File: src/rtl/keypad_entry.sv
`default_nettype none
// ----------------------------------------------------------------------------
// keypad_entry: 4x4 hex keypad scanner, debouncer and 8-digit entry buffer.
// Rev 1.0
// ----------------------------------------------------------------------------
module keypad_entry #(
    parameter int SCAN_DIV       = 100000,
    parameter int DEBOUNCE_SCANS = 4
) (
    input  logic        clk,
    input  logic        clr,
    output logic [3:0]  col,
    input  logic [3:0]  row,
    output logic [31:0] value,
    output logic [3:0]  digit_count,
    output logic        key_valid,
    output logic [3:0]  key_code,
    output logic        entry_valid,
    output logic [31:0] entry_value
);
    localparam int SLOT_W = $clog2(SCAN_DIV);
    localparam int DCNT_W = $clog2(DEBOUNCE_SCANS + 1);
    localparam logic [SLOT_W-1:0] SLOT_LAST = SLOT_W'(SCAN_DIV - 1);
    localparam logic [DCNT_W-1:0] DCNT_DONE = DCNT_W'(DEBOUNCE_SCANS);
    // Key codes indexed by {column, row}, row 0 being the top row.
    localparam logic [63:0] KEYMAP = 64'hDCBA_E963_F852_0741;

    typedef enum logic [1:0] {
        IDLE      = 2'd0,
        PRESS_CNT = 2'd1,
        HELD      = 2'd2,
        REL_CNT   = 2'd3
    } state_t;

    logic [3:0]        row_meta_q, row_sync_q;
    logic [SLOT_W-1:0] slot_q;
    logic [1:0]        col_idx_q;
    logic [1:0]        hits_q;
    logic [3:0]        hit_code_q;
    state_t            state_q, state_d;
    logic [DCNT_W-1:0] dcnt_q, dcnt_d;
    logic [3:0]        cand_q, cand_d;
    logic              accept_d;
    logic [31:0]       value_q, entry_value_q;
    logic [3:0]        count_q, key_code_q;
    logic              key_valid_q, entry_valid_q;

    logic [3:0] low_rows;
    logic [2:0] low_cnt;
    logic [1:0] row_idx;
    logic [2:0] hits_sum;
    logic [1:0] hits_d;
    logic [3:0] hit_code_d;
    logic       slot_end, scan_done, scan_hit;

    // Low-row tally for the scan so far including this column; saturates at 2.
    always_comb begin
        low_rows = ~row_sync_q;
        low_cnt  = {2'b00, low_rows[0]} + {2'b00, low_rows[1]}
                 + {2'b00, low_rows[2]} + {2'b00, low_rows[3]};
        case (low_rows)
            4'b0010: row_idx = 2'd1;
            4'b0100: row_idx = 2'd2;
            4'b1000: row_idx = 2'd3;
            default: row_idx = 2'd0;
        endcase
        hits_sum   = {1'b0, hits_q} + low_cnt;
        hits_d     = (hits_sum > 3'd1) ? 2'd2 : hits_sum[1:0];
        hit_code_d = (low_cnt == 3'd1) ? KEYMAP[{col_idx_q, row_idx, 2'b00} +: 4] : hit_code_q;
        slot_end   = (slot_q == SLOT_LAST);
        scan_done  = slot_end && (col_idx_q == 2'd3);
        scan_hit   = (hits_d == 2'd1);
    end

    always_comb begin
        state_d  = state_q;
        dcnt_d   = dcnt_q;
        cand_d   = cand_q;
        accept_d = 1'b0;
        if (scan_done) begin
            case (state_q)
                IDLE: begin
                    if (scan_hit) begin
                        state_d = PRESS_CNT;
                        dcnt_d  = DCNT_W'(1);
                        cand_d  = hit_code_d;
                    end
                end
                PRESS_CNT: begin
                    if (!scan_hit) begin
                        state_d = IDLE;
                        dcnt_d  = '0;
                    end else if (hit_code_d == cand_q) begin
                        dcnt_d = dcnt_q + DCNT_W'(1);
                    end else begin
                        cand_d = hit_code_d;
                        dcnt_d = DCNT_W'(1);
                    end
                end
                HELD: begin
                    if (!scan_hit) begin
                        state_d = REL_CNT;
                        dcnt_d  = DCNT_W'(1);
                    end
                end
                REL_CNT: begin
                    if (scan_hit) begin
                        state_d = HELD;
                        dcnt_d  = '0;
                    end else begin
                        dcnt_d = dcnt_q + DCNT_W'(1);
                    end
                end
                default: state_d = IDLE;
            endcase
            if (state_d == PRESS_CNT && dcnt_d == DCNT_DONE) begin
                accept_d = 1'b1;
                state_d  = HELD;
                dcnt_d   = '0;
            end else if (state_d == REL_CNT && dcnt_d == DCNT_DONE) begin
                state_d = IDLE;
                dcnt_d  = '0;
            end
        end
    end

    always_ff @(posedge clk or posedge clr) begin
        if (clr) begin
            row_meta_q    <= 4'hF;
            row_sync_q    <= 4'hF;
            slot_q        <= '0;
            col_idx_q     <= 2'd0;
            hits_q        <= 2'd0;
            hit_code_q    <= 4'd0;
            state_q       <= IDLE;
            dcnt_q        <= '0;
            cand_q        <= 4'd0;
            value_q       <= 32'd0;
            count_q       <= 4'd0;
            key_code_q    <= 4'd0;
            key_valid_q   <= 1'b0;
            entry_valid_q <= 1'b0;
            entry_value_q <= 32'd0;
        end else begin
            row_meta_q    <= row;
            row_sync_q    <= row_meta_q;
            key_valid_q   <= 1'b0;
            entry_valid_q <= 1'b0;
            if (slot_end) begin
                slot_q     <= '0;
                col_idx_q  <= col_idx_q + 2'd1;
                hits_q     <= scan_done ? 2'd0 : hits_d;
                hit_code_q <= scan_done ? 4'd0 : hit_code_d;
            end else begin
                slot_q <= slot_q + SLOT_W'(1);
            end
            state_q <= state_d;
            dcnt_q  <= dcnt_d;
            cand_q  <= cand_d;
            if (accept_d) begin
                key_valid_q <= 1'b1;
                key_code_q  <= cand_d;
                if (cand_d <= 4'd9) begin
                    // Digits beyond the eighth are dropped silently.
                    if (count_q < 4'd8) begin
                        value_q <= {value_q[27:0], cand_d};
                        count_q <= count_q + 4'd1;
                    end
                end else begin
                    case (cand_d)
                        4'hC: begin
                            value_q <= 32'd0;
                            count_q <= 4'd0;
                        end
                        4'hD: begin
                            if (count_q != 4'd0) begin
                                value_q <= {4'h0, value_q[31:4]};
                                count_q <= count_q - 4'd1;
                            end
                        end
                        4'hE: begin
                            entry_value_q <= value_q;
                            entry_valid_q <= 1'b1;
                            value_q       <= 32'd0;
                            count_q       <= 4'd0;
                        end
                        default: ;
                    endcase
                end
            end
        end
    end

    assign col         = ~(4'b0001 << col_idx_q);
    assign value       = value_q;
    assign digit_count = count_q;
    assign key_valid   = key_valid_q;
    assign key_code    = key_code_q;
    assign entry_valid = entry_valid_q;
    assign entry_value = entry_value_q;

endmodule
`default_nettype wire

File: config.mk
export PLATFORM = sky130hd
export DESIGN_NAME = keypad_entry
export DESIGN_NICKNAME = d
export VERILOG_FILES = /design/src/rtl/keypad_entry.sv
export SDC_FILE = /design/constraint.sdc
export NUM_CORES = 1
export LEC_CHECK = 0
export BUFFER_PORTS_ARGS = -buffer_cell sky130_fd_sc_hd__buf_2
export CAP_MARGIN = 20
export CORE_MARGIN = 8
export CORE_UTILIZATION = 45
export DETAILED_ROUTE_END_ITERATION = 8
export PLACE_DENSITY = 0.67
export SYNTH_ARGS = -nofsm -noshare
export SYNTH_HDL_FRONTEND = slang
export SYNTH_SLANG_ARGS = --single-unit
export TNS_END_PERCENT = 30
File: constraint.sdc
create_clock -name clk -period 4.2 [get_ports clk]
set_input_delay 0.63 -clock clk [delete_from_list [all_inputs] [get_ports clk]]
set_output_delay 0.63 -clock clk [all_outputs]
set_load 0.005 [all_outputs]
==> impl_metrics.tcl <==
set metrics [dict create \
    status "complete, but fails checks" \
    violations "negative setup slack" \
    grt_max_degree 85 \
    synth.distinct_cells 65 \
    grt_pass1_wl_um 23160 \
    drt_iter0_markers 318 \
    avgSynthCellArea_um2 11.61 \
    ys_warn_count 0 \
    seqPwrFrac_pct 42.8 \
    avgViaCountPerCell 5.464 \
    diodes 0 \
    crit_slowest_cell "fa_1" \
    finalMaxSlewViolations 0 \
    switchingPower_w 0.0006007 \
    drt-pass1-iter-count 5 \
    powerDensity_mw_per_mm2 348.0 \
    wire_per_inst_um 17.40 \
    pin_count 84 \
    async_reset_ff_share_pct 100.0 \
    ctsRootBufferMaster "clkbuf_16" \
    finalInstanceArea_mm2 0.007572 \
    worstPathCellList "inv_2 -> fa_1 -> ha_4 -> ha_4 -> fa_2 -> nand2b_4 -> or4_4 -> or2_1 -> or3_4 -> buf_6 -> nor3_2 -> o21a_1 -> or3_4 -> buf_4 -> buf_12 -> mux2_4" \
    setup_viol 68 \
    placed_area_mm2 0.006696 \
    synth_seq_cells 116 \
    final_common_cell "dfrtp_1" \
    syn-cell-area_mm2 0.005817 \
    p_comb_share_pct 6.0 \
    sw_frac_of_total_pct 22.79 \
    finalClockSkew_ns 0.01040 \
    floorplan.rows 41 \
    die_w_um 129.7 \
    cts_tree "done" \
    synth_top_area_cell "dfrtp_1" \
    dieArea_mm2 0.01682 \
    insertion_delay_ns 0.41 \
    cp-startpoint "row_sync_q[3]$_DFF_PP1_" \
    mostFrequentLayoutCells "dfrtp_1, buf_2, nand2_1, buf_4" \
    clk_pin_slew_ns 0.05 \
    syn-num-nets 524 \
    leakage_nw 3.782 \
    port_buffers 83 \
    whs_ns 0.1144 \
    startpoint_type "flip-flop" \
    ys_top_cells_by_area "dfrtp_1, mux2_4, mux2_2" \
    syn_to_final_growth_pct 30.18 \
    pwr-share-clk_pct 51.2 \
    die_h_um 129.7 \
    r2r-start "row_sync_q[3]$_DFF_PP1_" \
    final_antenna_net_count 0 \
    hold_violations 0 \
    fin_crit_ns 4.463 \
    gp_congestion 0.8467 \
    fin_ws_ns -0.2628 \
    path_max_fanout 8 \
    p_int_w 0.002035 \
    cp-end-kind "flip-flop" \
    grt.total_usage_pct 17.58 \
    place_hpwl_um 9481 \
    cap_violations 0 \
    critPathMaxStageDelay_ns 0.60 \
    routed_wl_um 14150 \
    coreArea_mm2 0.01262 \
    peakVddDrop_mv 0.2816 \
    synth_flop_cell "dfrtp_1" \
    synthCells 501 \
    antenna_found_initial 0 \
    grt.overflow.total 0 \
    power_w 0.002635 \
    tightest_slew_ns 0.5960 \
    rsz0062_at_grt "yes" \
    drive_above_1_share_pct 39.94 \
    arrival_ns 4.76 \
    yosys.area.top_type_share_pct 46.46 \
    htreeDepth 4 \
    grt_pass1_vias 4579 \
    ys_seq_area_share_pct 50.08 \
    hp-class "in2async" \
    start_util_pct 46.09 \
    fmax_ghz 0.2241 \
    vias 4442 \
    hold_buffers 0 \
    synth_edf_count 0 \
    relSlewSlack_pct 60.12 \
    min_period_over_period_pct 106.3 \
    worstSetupPathType "reg2reg" \
    cts_buffer_depth 2 \
    numCtsBuffers 17 \
    nNetsFinal 651 \
    clock_sinks 116 \
    required_ns 4.50 \
    drcViolationCount 0 \
]
==> final cells by class <==
class	count	area [um2]
Multi-Input combinational cell	339	2869
Tap cell	172	215.2
Clock inverter	11	103.9
Inverter	22	85.08
Timing Repair Buffer	132	925.9
Fill cell	1041	5047
Sequential cell	116	2913
Clock buffer	21	460.4
==> power by group through the flow <==
stage / clock [W] / combinational, W / sequential (W)
finish: 0.00135 / 0.000157 / 0.00113
global route: 0.00144 / 0.000174 / 0.00113
CTS: 0.00138 / 0.000151 / 0.00113
detailed placement: 0 / 0.000143 / 0.00115
global placement: 0 / 0.000140 / 0.00115
floorplan: 0 / 0.0000991 / 0.00115
==> metal layers <==
layer  track usage [%]  vias to the layer above  part of all wire [%]
met1             22.10                     2225                    44
met4             6.216                        0                   1.2
li1                  -                     2083                     -
met5                 0                        -                     0
met2             28.39                      122                    49
met3             5.059                       12                   5.9
==> state kept, by name, indices dropped and copies added (netlist names) <==
name	flops
row_sync_q	4
digit_count	4
key_code	4
key_valid	1
row_meta_q	4
entry_valid	1
col_idx_q	2
hits_q	2
hit_code_q	4
cand_q	4
entry_value	32
state_q	2
slot_q	17
dcnt_q	3
value	32
==> critical path: cells and delay by family (launching register included) <==
kind / cells / cell delay (ns)
DFF: 1 / 0.53
muxes: 1 / 0.30
buffers and inverters: 4 / 0.43
and+or+nand+nor: 6 / 1.50
AOI/OAI and AO/OA: 1 / 0.17
adders and majority gates: 4 / 1.43
==> metrics by stage <==
step | util, % | TNS (ns) | worst slack [ns] | instances
final | 60.00 | -10.36 | -0.2628 | 813
after floorplan | - | -6.035 | -0.1934 | 501
after global placement | 53.06 | -6.202 | -0.2055 | 766
after detailed placement | 53.06 | -11.40 | -0.3060 | 766
after global routing | 60.00 | -16.59 | -0.3217 | 813
after CTS | 59.29 | -8.501 | -0.2430 | 810
==> final timing paths <==
| kind | end | slack (ns) | cells past startpoint |
|---|---|---|---|
| min reg2reg | row_sync_q[0]$_DFF_PP1_ | 0.35 | 0 |
| min | entry_value[10]$_DFFE_PP0P_ | 0.11 | 2 |
| max in group asynchronous | row_meta_q[0]$_DFF_PP1_ | 3.41 | 3 |
| max | value[15]$_DFFE_PP0P_ | -0.26 | 16 |
| min in group clk | row_meta_q[2]$_DFF_PP1_ | 0.32 | 1 |
| max reg2reg | value[15]$_DFFE_PP0P_ | -0.26 | 16 |
==> logic make-up (layout without fill, tap and decap cells) <==
logic type / Yosys count / count (layout) / share of synthesized area (%)
flip-flops: 116 / 116 / 50.08
XOR/XNOR: 20 / 20 / 3.011
multiplexers: 67 / 67 / 14.28
AND/OR/NAND/NOR: 128 / 128 / 11.66
buffers and inverters: 46 / 186 / 3.850
adder cells (fa/ha/maj): 17 / 17 / 3.915
AO/OA/AOI/OAI: 107 / 107 / 13.21
==> cells in the mapped netlist, types with 3 or more instances <==
library cell and count:
a21oi_1 7, a22o_1 27, a31oi_1 3, and2_1 3, and4_1 5, buf_2 8
buf_6 5, clkbuf_1 10, dfrtp_1 108, dfstp_2 8, ha_1 15, inv_1 22
mux2_1 11, mux2_2 29, mux2_4 22, mux2i_1 5, nand2_1 39, nand3_1 10
nand4_1 5, nor2_1 28, nor3_1 9, o211ai_1 4, o21ai_0 28, o21ai_1 4
o22ai_1 3, o31ai_1 9, or3_1 7, xnor2_1 7, xor2_1 13
==> what timing repair did <==
action,in CTS,in global routing
buffers inserted,9,3
gates cloned,3,1
resized for setup,15,12
setup endpoints to repair,68,68
pin swaps,3,4
(Power assumes the default switching activity.)
